`src/rtl/crop_norm_pkg.sv`:
```
// Shared state encoding and crop clamp limits for the crop/normalize frame sequencer.
package crop_norm_pkg;

    typedef enum logic [2:0] {
        ST_IDLE = 3'd0,
        ST_ARM  = 3'd1,
        ST_RUN  = 3'd2,
        ST_DONE = 3'd3,
        ST_ERR  = 3'd4
    } state_t;

    // Largest left/top edge that keeps the crop box inside the image.
    function automatic int max_x0(input int in_cols, input int out_cols);
        return in_cols - out_cols;
    endfunction

    function automatic int max_y0(input int in_rows, input int out_rows);
        return in_rows - out_rows;
    endfunction

endpackage

```
`src/rtl/crop_norm_ctrl_raster_counter.sv`:
```
// Column/row raster position of the next pixel beat; clear wins over advance.
module raster_counter #(
    parameter int COLS = 20,
    parameter int ROWS = 20,
    parameter int CW   = $clog2(COLS),
    parameter int RW   = $clog2(ROWS)
) (
    input  logic          clk,
    input  logic          srst,
    input  logic          clr,
    input  logic          adv,
    output logic [CW-1:0] cnt_col,
    output logic [RW-1:0] cnt_row
);

    logic [CW-1:0] col_q, col_d;
    logic [RW-1:0] row_q, row_d;

    always_comb begin
        col_d = col_q;
        row_d = row_q;
        if (clr) begin
            col_d = '0;
            row_d = '0;
        end else if (adv) begin
            if (col_q == CW'(COLS - 1)) begin
                col_d = '0;
                row_d = (row_q == RW'(ROWS - 1)) ? '0 : row_q + RW'(1);
            end else begin
                col_d = col_q + CW'(1);
            end
        end
    end

    always_ff @(posedge clk) begin
        if (srst) begin
            col_q <= '0;
            row_q <= '0;
        end else begin
            col_q <= col_d;
            row_q <= row_d;
        end
    end

    assign cnt_col = col_q;
    assign cnt_row = row_q;

endmodule

```
`src/rtl/crop_norm_ctrl.sv`:
```
// Frame sequencer: ap_start handshake, boundary-applied clamped crop origin,
// raster position tracking, frame counting and RUN watchdog.
module crop_norm_ctrl
    import crop_norm_pkg::*;
#(
    parameter int IN_ROWS        = 20,
    parameter int IN_COLS        = 20,
    parameter int OUT_ROWS       = 10,
    parameter int OUT_COLS       = 10,
    parameter int TIMEOUT_CYCLES = 1 << 20
) (
    input  logic                       clk,
    input  logic                       srst,
    input  logic                       enable,
    input  logic                       cfg_valid,
    input  logic [$clog2(IN_COLS)-1:0] cfg_x0,
    input  logic [$clog2(IN_ROWS)-1:0] cfg_y0,
    input  logic                       pix_tvalid,
    input  logic                       pix_tready,
    output logic                       ap_start,
    input  logic                       ap_ready,
    input  logic                       ap_done,
    output logic [$clog2(IN_COLS)-1:0] crop_x0,
    output logic [$clog2(IN_ROWS)-1:0] crop_y0,
    output logic [$clog2(IN_COLS)-1:0] cnt_col,
    output logic [$clog2(IN_ROWS)-1:0] cnt_row,
    output logic                       busy,
    output logic                       frame_done,
    output logic [15:0]                frame_count,
    output logic                       cfg_clamped,
    output logic                       timeout_err
);

    localparam int XW = $clog2(IN_COLS);
    localparam int YW = $clog2(IN_ROWS);
    localparam int WW = $clog2(TIMEOUT_CYCLES + 1);
    localparam logic [XW-1:0] MAX_X   = XW'(max_x0(IN_COLS, OUT_COLS));
    localparam logic [YW-1:0] MAX_Y   = YW'(max_y0(IN_ROWS, OUT_ROWS));
    localparam logic [WW-1:0] WD_LAST = WW'(TIMEOUT_CYCLES - 1);

    state_t        state_q, state_d;
    logic [XW-1:0] pend_x_q, pend_x_d, crop_x_q, crop_x_d, cfg_x_clip;
    logic [YW-1:0] pend_y_q, pend_y_d, crop_y_q, crop_y_d, cfg_y_clip;
    logic [WW-1:0] wdog_q, wdog_d;
    logic [15:0]   fcnt_q, fcnt_d;
    logic          clamped_q, clamped_d;
    logic          tmo_q, tmo_d;
    logic          hs, beat;

    assign cfg_x_clip = (cfg_x0 > MAX_X) ? MAX_X : cfg_x0;
    assign cfg_y_clip = (cfg_y0 > MAX_Y) ? MAX_Y : cfg_y0;
    assign hs         = (state_q == ST_ARM) && ap_ready;
    assign beat       = (state_q == ST_RUN) && pix_tvalid && pix_tready;

    always_comb begin
        state_d   = state_q;
        pend_x_d  = pend_x_q;
        pend_y_d  = pend_y_q;
        crop_x_d  = crop_x_q;
        crop_y_d  = crop_y_q;
        wdog_d    = wdog_q;
        fcnt_d    = fcnt_q;
        clamped_d = clamped_q;
        tmo_d     = tmo_q;

        if (cfg_valid) begin
            pend_x_d = cfg_x_clip;
            pend_y_d = cfg_y_clip;
            if (cfg_x0 > MAX_X || cfg_y0 > MAX_Y)
                clamped_d = 1'b1;
        end

        case (state_q)
            ST_IDLE: if (enable) state_d = ST_ARM;
            ST_ARM: begin
                if (hs) begin
                    // A write landing on the handshake cycle goes straight to this frame.
                    crop_x_d = cfg_valid ? cfg_x_clip : pend_x_q;
                    crop_y_d = cfg_valid ? cfg_y_clip : pend_y_q;
                    wdog_d   = '0;
                    state_d  = ST_RUN;
                end else if (!enable) begin
                    state_d = ST_IDLE;
                end
            end
            ST_RUN: begin
                wdog_d = wdog_q + WW'(1);
                if (ap_done) begin
                    fcnt_d  = fcnt_q + 16'd1;
                    state_d = ST_DONE;
                end else if (wdog_q == WD_LAST) begin
                    tmo_d   = 1'b1;
                    state_d = ST_ERR;
                end
            end
            ST_DONE: state_d = enable ? ST_ARM : ST_IDLE;
            ST_ERR:  if (!enable) state_d = ST_IDLE;
            default: state_d = ST_IDLE;
        endcase
    end

    always_ff @(posedge clk) begin
        if (srst) begin
            state_q   <= ST_IDLE;
            pend_x_q  <= '0;
            pend_y_q  <= '0;
            crop_x_q  <= '0;
            crop_y_q  <= '0;
            wdog_q    <= '0;
            fcnt_q    <= '0;
            clamped_q <= 1'b0;
            tmo_q     <= 1'b0;
        end else begin
            state_q   <= state_d;
            pend_x_q  <= pend_x_d;
            pend_y_q  <= pend_y_d;
            crop_x_q  <= crop_x_d;
            crop_y_q  <= crop_y_d;
            wdog_q    <= wdog_d;
            fcnt_q    <= fcnt_d;
            clamped_q <= clamped_d;
            tmo_q     <= tmo_d;
        end
    end

    raster_counter #(
        .COLS(IN_COLS),
        .ROWS(IN_ROWS),
        .CW  (XW),
        .RW  (YW)
    ) u_raster (
        .clk    (clk),
        .srst   (srst),
        .clr    (hs),
        .adv    (beat),
        .cnt_col(cnt_col),
        .cnt_row(cnt_row)
    );

    assign ap_start    = (state_q == ST_ARM);
    assign busy        = (state_q == ST_ARM) || (state_q == ST_RUN);
    assign frame_done  = (state_q == ST_DONE);
    assign frame_count = fcnt_q;
    assign crop_x0     = crop_x_q;
    assign crop_y0     = crop_y_q;
    assign cfg_clamped = clamped_q;
    assign timeout_err = tmo_q;

endmodule

```
`config.mk`:
```
export PLATFORM = sky130hd
export DESIGN_NAME = crop_norm_ctrl
export DESIGN_NICKNAME = d
export VERILOG_FILES = /design/src/rtl/crop_norm_pkg.sv /design/src/rtl/crop_norm_ctrl_raster_counter.sv /design/src/rtl/crop_norm_ctrl.sv
export SDC_FILE = /design/constraint.sdc
export NUM_CORES = 1
export LEC_CHECK = 0
export ABC_CLOCK_PERIOD_IN_PS = 1800
export BUFFER_PORTS_ARGS = -buffer_cell sky130_fd_sc_hd__clkbuf_2
export CORE_MARGIN = 3
export CORE_UTILIZATION = 35
export CTS_CLUSTER_DIAMETER = 40
export DETAILED_ROUTE_END_ITERATION = 8
export HOLD_SLACK_MARGIN = 0.15
export PLACE_DENSITY = 0.52
export SLEW_MARGIN = 0
export SYNTH_ARGS = -nofsm -noshare
export SYNTH_HDL_FRONTEND = slang
export SYNTH_SLANG_ARGS = --single-unit
```
`constraint.sdc`:
```
create_clock -name clk -period 1.8 [get_ports clk]
set_input_delay 0.36 -clock clk [delete_from_list [all_inputs] [get_ports clk]]
set_output_delay 0.36 -clock clk [all_outputs]
set_load 0.1 [all_outputs]
```
=== Yosys cells after proc, flatten, opt, wreduce, memory -nomap -nowiden ===
Cells that the tools add are included.

* Register bits after elaboration: 72
* Input port bits: 18
* Output and inout bits: 41
* Word-level logic and storage cells: 58

* $add $sub $neg: 4
* Order comparisons: 2
* Equal/unequal tests: 10
* Muxes and demuxes: 15
* Bitwise operators: 1
* Reductions and logical operators: 15

{| class="wikitable"
|+ Operators with widths
! operator !! count
|-
| $pmux 21 s2 || 1
|-
| $mux 5 || 6
|-
| $add 21x1->21 const B || 1
|-
| $eq 21x20->1 const B || 1
|-
| $mux 21 || 1
|-
| $add 16x1->16 const B || 1
|-
| $mux 3 || 5
|-
| $pmux 3 s5 || 1
|-
| $reduce_and 2->1 || 6
|-
| $add 5x1->5 const B || 2
|-
| $eq 5x5->1 const B || 2
|-
| $gt 5x4->1 const B || 2
|-
| $eq 3x2->1 const B || 2
|-
| $eq 3x1->1 const B || 1
|-
| $eq 3x3->1 const B || 1
|-
| $logic_and 1x1->1 || 3
|-
| $logic_not 3->1 || 1
|-
| $ne 3x3->1 const B || 1
|-
| $reduce_and 3->1 || 1
|-
| $logic_or 1x1->1 || 2
|-
| $ne 2x1->1 const B || 1
|-
| $ne 2x2->1 const B || 1
|-
| $reduce_bool 2->1 || 1
|-
| $reduce_or 2->1 || 1
|-
| other kinds (2) || 2
|}

=== Depth between registers and ports, before layout ===
* Depth in word-level cells: 4
* Mapped depth: 8
* Gate-level depth less buffers: 5

=== Modules after synthesis ===
Synthesis repeated with hierarchy kept, for this count alone.

* Cell total of the unflattened synthesis: 394
* Area total of the unflattened synthesis: 3,384.5 um^2

{| class="wikitable"
|+ Modules (own cells, without submodules)
! module !! times used !! cells each !! area each (um^2) !! sequential area each (um^2)
|-
| crop_norm_ctrl || 1 || 335 || 2,841.5 || 1,241.2
|-
| raster_counter || 1 || 59 || 543.0 || 200.2
|}

=== Worst setup path after synthesis ===
Ideal clock, no wire load.

* Path type: flip-flop to output port
* From: register state_q[0]
* To: output busy
* Arrival time: 2.760 ns
* Required time: 1.440 ns
* Slack: -1.320 ns
* Stages on the path, launching flop included: 4
* Path buffers: 1
* Cell sequence: dfxtp_1 > clkbuf_1 > nand2b_1 > o21ai_0

* Longest elaborated chain between the ends: 2

{| class="wikitable"
|+ RTL lines
! what !! line !! RTL
|-
| start, declared || crop_norm_ctrl.sv:41 || <nowiki>state_t state_q, state_d;</nowiki>
|-
| start signal, assigned || crop_norm_ctrl.sv:114 || <nowiki>state_q <= state_d;</nowiki>
|-
| $eq 3x1->1 / $eq 3x2->1 (equally long branches) || crop_norm_ctrl.sv:141 || <nowiki>assign busy = (state_q == ST_ARM) || (state_q == ST_RUN);</nowiki>
|-
| $logic_or 1x1->1 * || crop_norm_ctrl.sv:141 ||
|-
| end, declared || crop_norm_ctrl.sv:27 || <nowiki>output logic busy,</nowiki>
|}

Mark *: on every way between the ends. The rest lies on a longest branch, timed or not.

=== Worst setup path in the final report ===
Same ends and word-level chain as after synthesis.

==> flow_metrics.tcl <==
set metrics [dict create \
    status "finished with violations" \
    failed_checks "setup timing" \
    cpMaxStageDelayCell "or3b_4" \
    crit_cells 4 \
    setup_viol 1 \
    cts.sinks 72 \
    path_class "reg2out" \
    detailed_place_hpwl_um 5809 \
    synth_edf_count 0 \
    dp_slack_ps -34.75 \
    synth_ff_type "dfxtp_1" \
    hold_buffers 0 \
    syn2layout_area_growth_pct 31.96 \
    min_period_ps 1801 \
    worstPathCellList "or3b_4 > buf_6 > o21ai_4 > buf_12" \
    routabilityCongestion 0.7946 \
    synth_nets 398 \
    finalWorstSetupSlack_ps -1.107 \
    syn_avg_cell_area_um2 8.798 \
    max_slew_margin_pct 63.13 \
    cp.buffers_inverters 2 \
    die_w_um 103.2 \
    rsz0062_at_grt "yes" \
    start_util_pct 37.03 \
    finalCritPeriodShare_pct 100.1 \
    first_global_vias 2891 \
    grt_max_degree 53 \
    p_leak_nw 1.756 \
    cts_tree "built" \
    track_usage_pct 16.37 \
    core_area_um2 8934 \
    rows 34 \
    pin_count 59 \
    insertion_delay_ps 350 \
    worst_pin_slew_ps 555.4 \
    fin_util_pct 48.87 \
    first_pass_iters 4 \
    rr_worst_depth 5 \
    final_max_slew_viol_count 0 \
    endpoint_kind "primary output" \
    synthArstFlopShare_pct 0 \
    syn_area_um2 3308 \
    drc 0 \
    ir_worst_vdd_mv 0.4936 \
    fmax_ghz 0.5552 \
    wire_per_inst_um 14.33 \
    cp_top_family "simple AND/OR/NAND/NOR gates" \
    final_nets 482 \
    ys_seq_elements 72 \
    hold_viol_final 0 \
    htreeDepth 3 \
    timing.critical_path.arrival_ps 1440 \
    cts_made_buffers 9 \
    ant_nets 0 \
    synthesis.instances 376 \
    power.density_nw_per_um2 797.0 \
    dieArea_um2 10650 \
    chipHeight_um 103.2 \
    drive_gt1_share_pct 35.91 \
    path_clk_slew_ps 90 \
    drv_cap 0 \
    clockRootBuffer "clkbuf_8" \
    finClkSkew_ps 17.53 \
    routed_wl_um 8213 \
    grt_first_pass_wirelength_um 13910 \
    ys_warn_count 0 \
    seq_area_frac_synth_pct 43.57 \
    antenna_found_initial 0 \
    worstSetupStartpointType "flip-flop" \
    drt_iter0_drc 116 \
    overflow 0 \
    critical_path_required_ps 1440 \
    hold_depth 3 \
    path_max_fanout 3 \
    fin_tns_setup_ps -1.107 \
    route.vias.total 3003 \
    hold_path.class "in2reg" \
    ys_types 58 \
    critical-path-max-stage-delay_ps 410 \
    routed_via_density 5.241 \
    ctsLongestPathBuffers 2 \
    port_buffers 58 \
    diodes 0 \
]
sequential cells by signal, summed over array words and instances, names as in the netlist:
name,cells
crop_x0,5
crop_y0,5
timeout_err,1
frame_count,16
cfg_clamped,1
u_raster.cnt_col,5
pend_x_q,5
wdog_q,21
pend_y_q,5
state_q,3
u_raster.cnt_row,5
power breakdown:
| part | leakage, nW | switching [mW] | internal (mW) |
|---|---|---|---|
| Sequential | 0.599 | 0.0155 | 1.60 |
| Clock | 0.114 | 0.661 | 0.742 |
| Combinational | 1.04 | 0.325 | 0.134 |
logic make-up (layout without fill, tap and decap cells):
family	Yosys count	in the layout	synth area share, %
fa+ha+maj	4	4	1.513
xor+xnor	13	13	3.442
mux	12	12	3.858
compound gates	73	73	15.05
flops	72	72	43.57
simple gates	175	175	29.01
buf+inv	27	116	3.555
layer usage:
metal	global-route usage, %	share of wire (%)	vias up	routed length, um
li1	-	-	1548	-
met3	3.219	3.1	2	258
met2	26.05	47	31	3893
met5	0	0	-	0
met4	5.677	0.49	0	40
met1	22.23	49	1422	4021
per-stage QoR:
step | instances | instance area, um2 | hold WS (ps) | power [mW]
finish | 573 | 4365 | 304.3 | 3.479
global route | 573 | 4365 | 305.2 | 3.634
CTS | 570 | 4278 | 288.3 | 3.527
detailed placement | 551 | 4024 | 467.0 | 2.100
global placement | 551 | 4024 | 461.8 | 2.095
floorplan | 376 | 3415 | 443.2 | 1.970
timing repair:
item / 4_1_cts / 5_1_grt
pin swaps: 1 / 6
endpoints found under the setup margin: 5 / 27
setup buffers: 3 / 3
resized for setup: 4 / 16
area by class of cell:
type / count / area [um2]
Multi-Input combinational cell: 277 / 1847
Sequential cell: 72 / 1506
Clock inverter: 6 / 72.57
Tap cell: 108 / 135.1
Fill cell: 882 / 4568
Timing Repair Buffer: 94 / 633.1
Clock buffer: 10 / 148.9
Inverter: 6 / 22.52
final timing paths:
check / start / endpoint / slack, ps
setup / recovery: state_q[0]$_SDFFE_PP0P_ / busy / -1
hold / removal: cfg_y0[0] / pend_y_q[0]$_SDFF_PP0_ / 300
setup reg to reg: state_q[0]$_SDFFE_PP0P_ / wdog_q[12]$_SDFFE_PP0P_ / 30
hold reg to reg: pend_x_q[4]$_SDFF_PP0_ / pend_x_q[4]$_SDFF_PP0_ / 480
cells in the mapped netlist, types with 5 or more instances:
library cell   n  area [um2]
dfxtp_1       72        1441
nor2_1        52       195.2
a21oi_1       21       105.1
nand2_1       20       75.07
nand3_1       19       95.09
clkbuf_1      15       56.30
nand4_1       11       68.82
nor3_1        10       50.05
nor2b_1        9       56.30
xnor2_1        8       70.07
o21ai_0        7       35.03
a31oi_1        6       37.54
inv_1          6       22.52
mux2_2         6       67.56
mux2i_1        6       60.06
nand2b_1       6       37.54
o22a_1         6       52.55
o41ai_1        6       52.55
or4_1          6       45.04
a211oi_1       5       37.54
and3_1         5       31.28
nand3b_1       5       37.54
nor3b_1        5       37.54
xor2_1         5       43.79
cell usage in the layout (no fill, tap or decap), drive strengths merged, types with 3 or more instances in the layout:
| cell type | instances |
|---|---|
| a211oi | 5 |
| a21oi | 21 |
| a31o | 3 |
| a31oi | 6 |
| and3 | 5 |
| and4 | 4 |
| buf | 39 |
| clkbuf | 65 |
| clkinv | 3 |
| dfxtp | 72 |
| ha | 4 |
| inv | 8 |
| mux2 | 6 |
| mux2i | 6 |
| nand2 | 20 |
| nand2b | 6 |
| nand3 | 19 |
| nand3b | 5 |
| nand4 | 11 |
| nor2 | 52 |
| nor2b | 9 |
| nor3 | 12 |
| nor3b | 5 |
| nor4 | 4 |
| o21ai | 7 |
| o22a | 6 |
| o31ai | 3 |
| o41ai | 6 |
| or2 | 5 |
| or4 | 7 |
| xnor2 | 8 |
| xor2 | 5 |
tightest hold or removal path, cell delays in order:
cell	delay, ps
clkbuf_2	90
a31oi_1	90
nor2_1	80
Power figures use the tool's default switching activity.
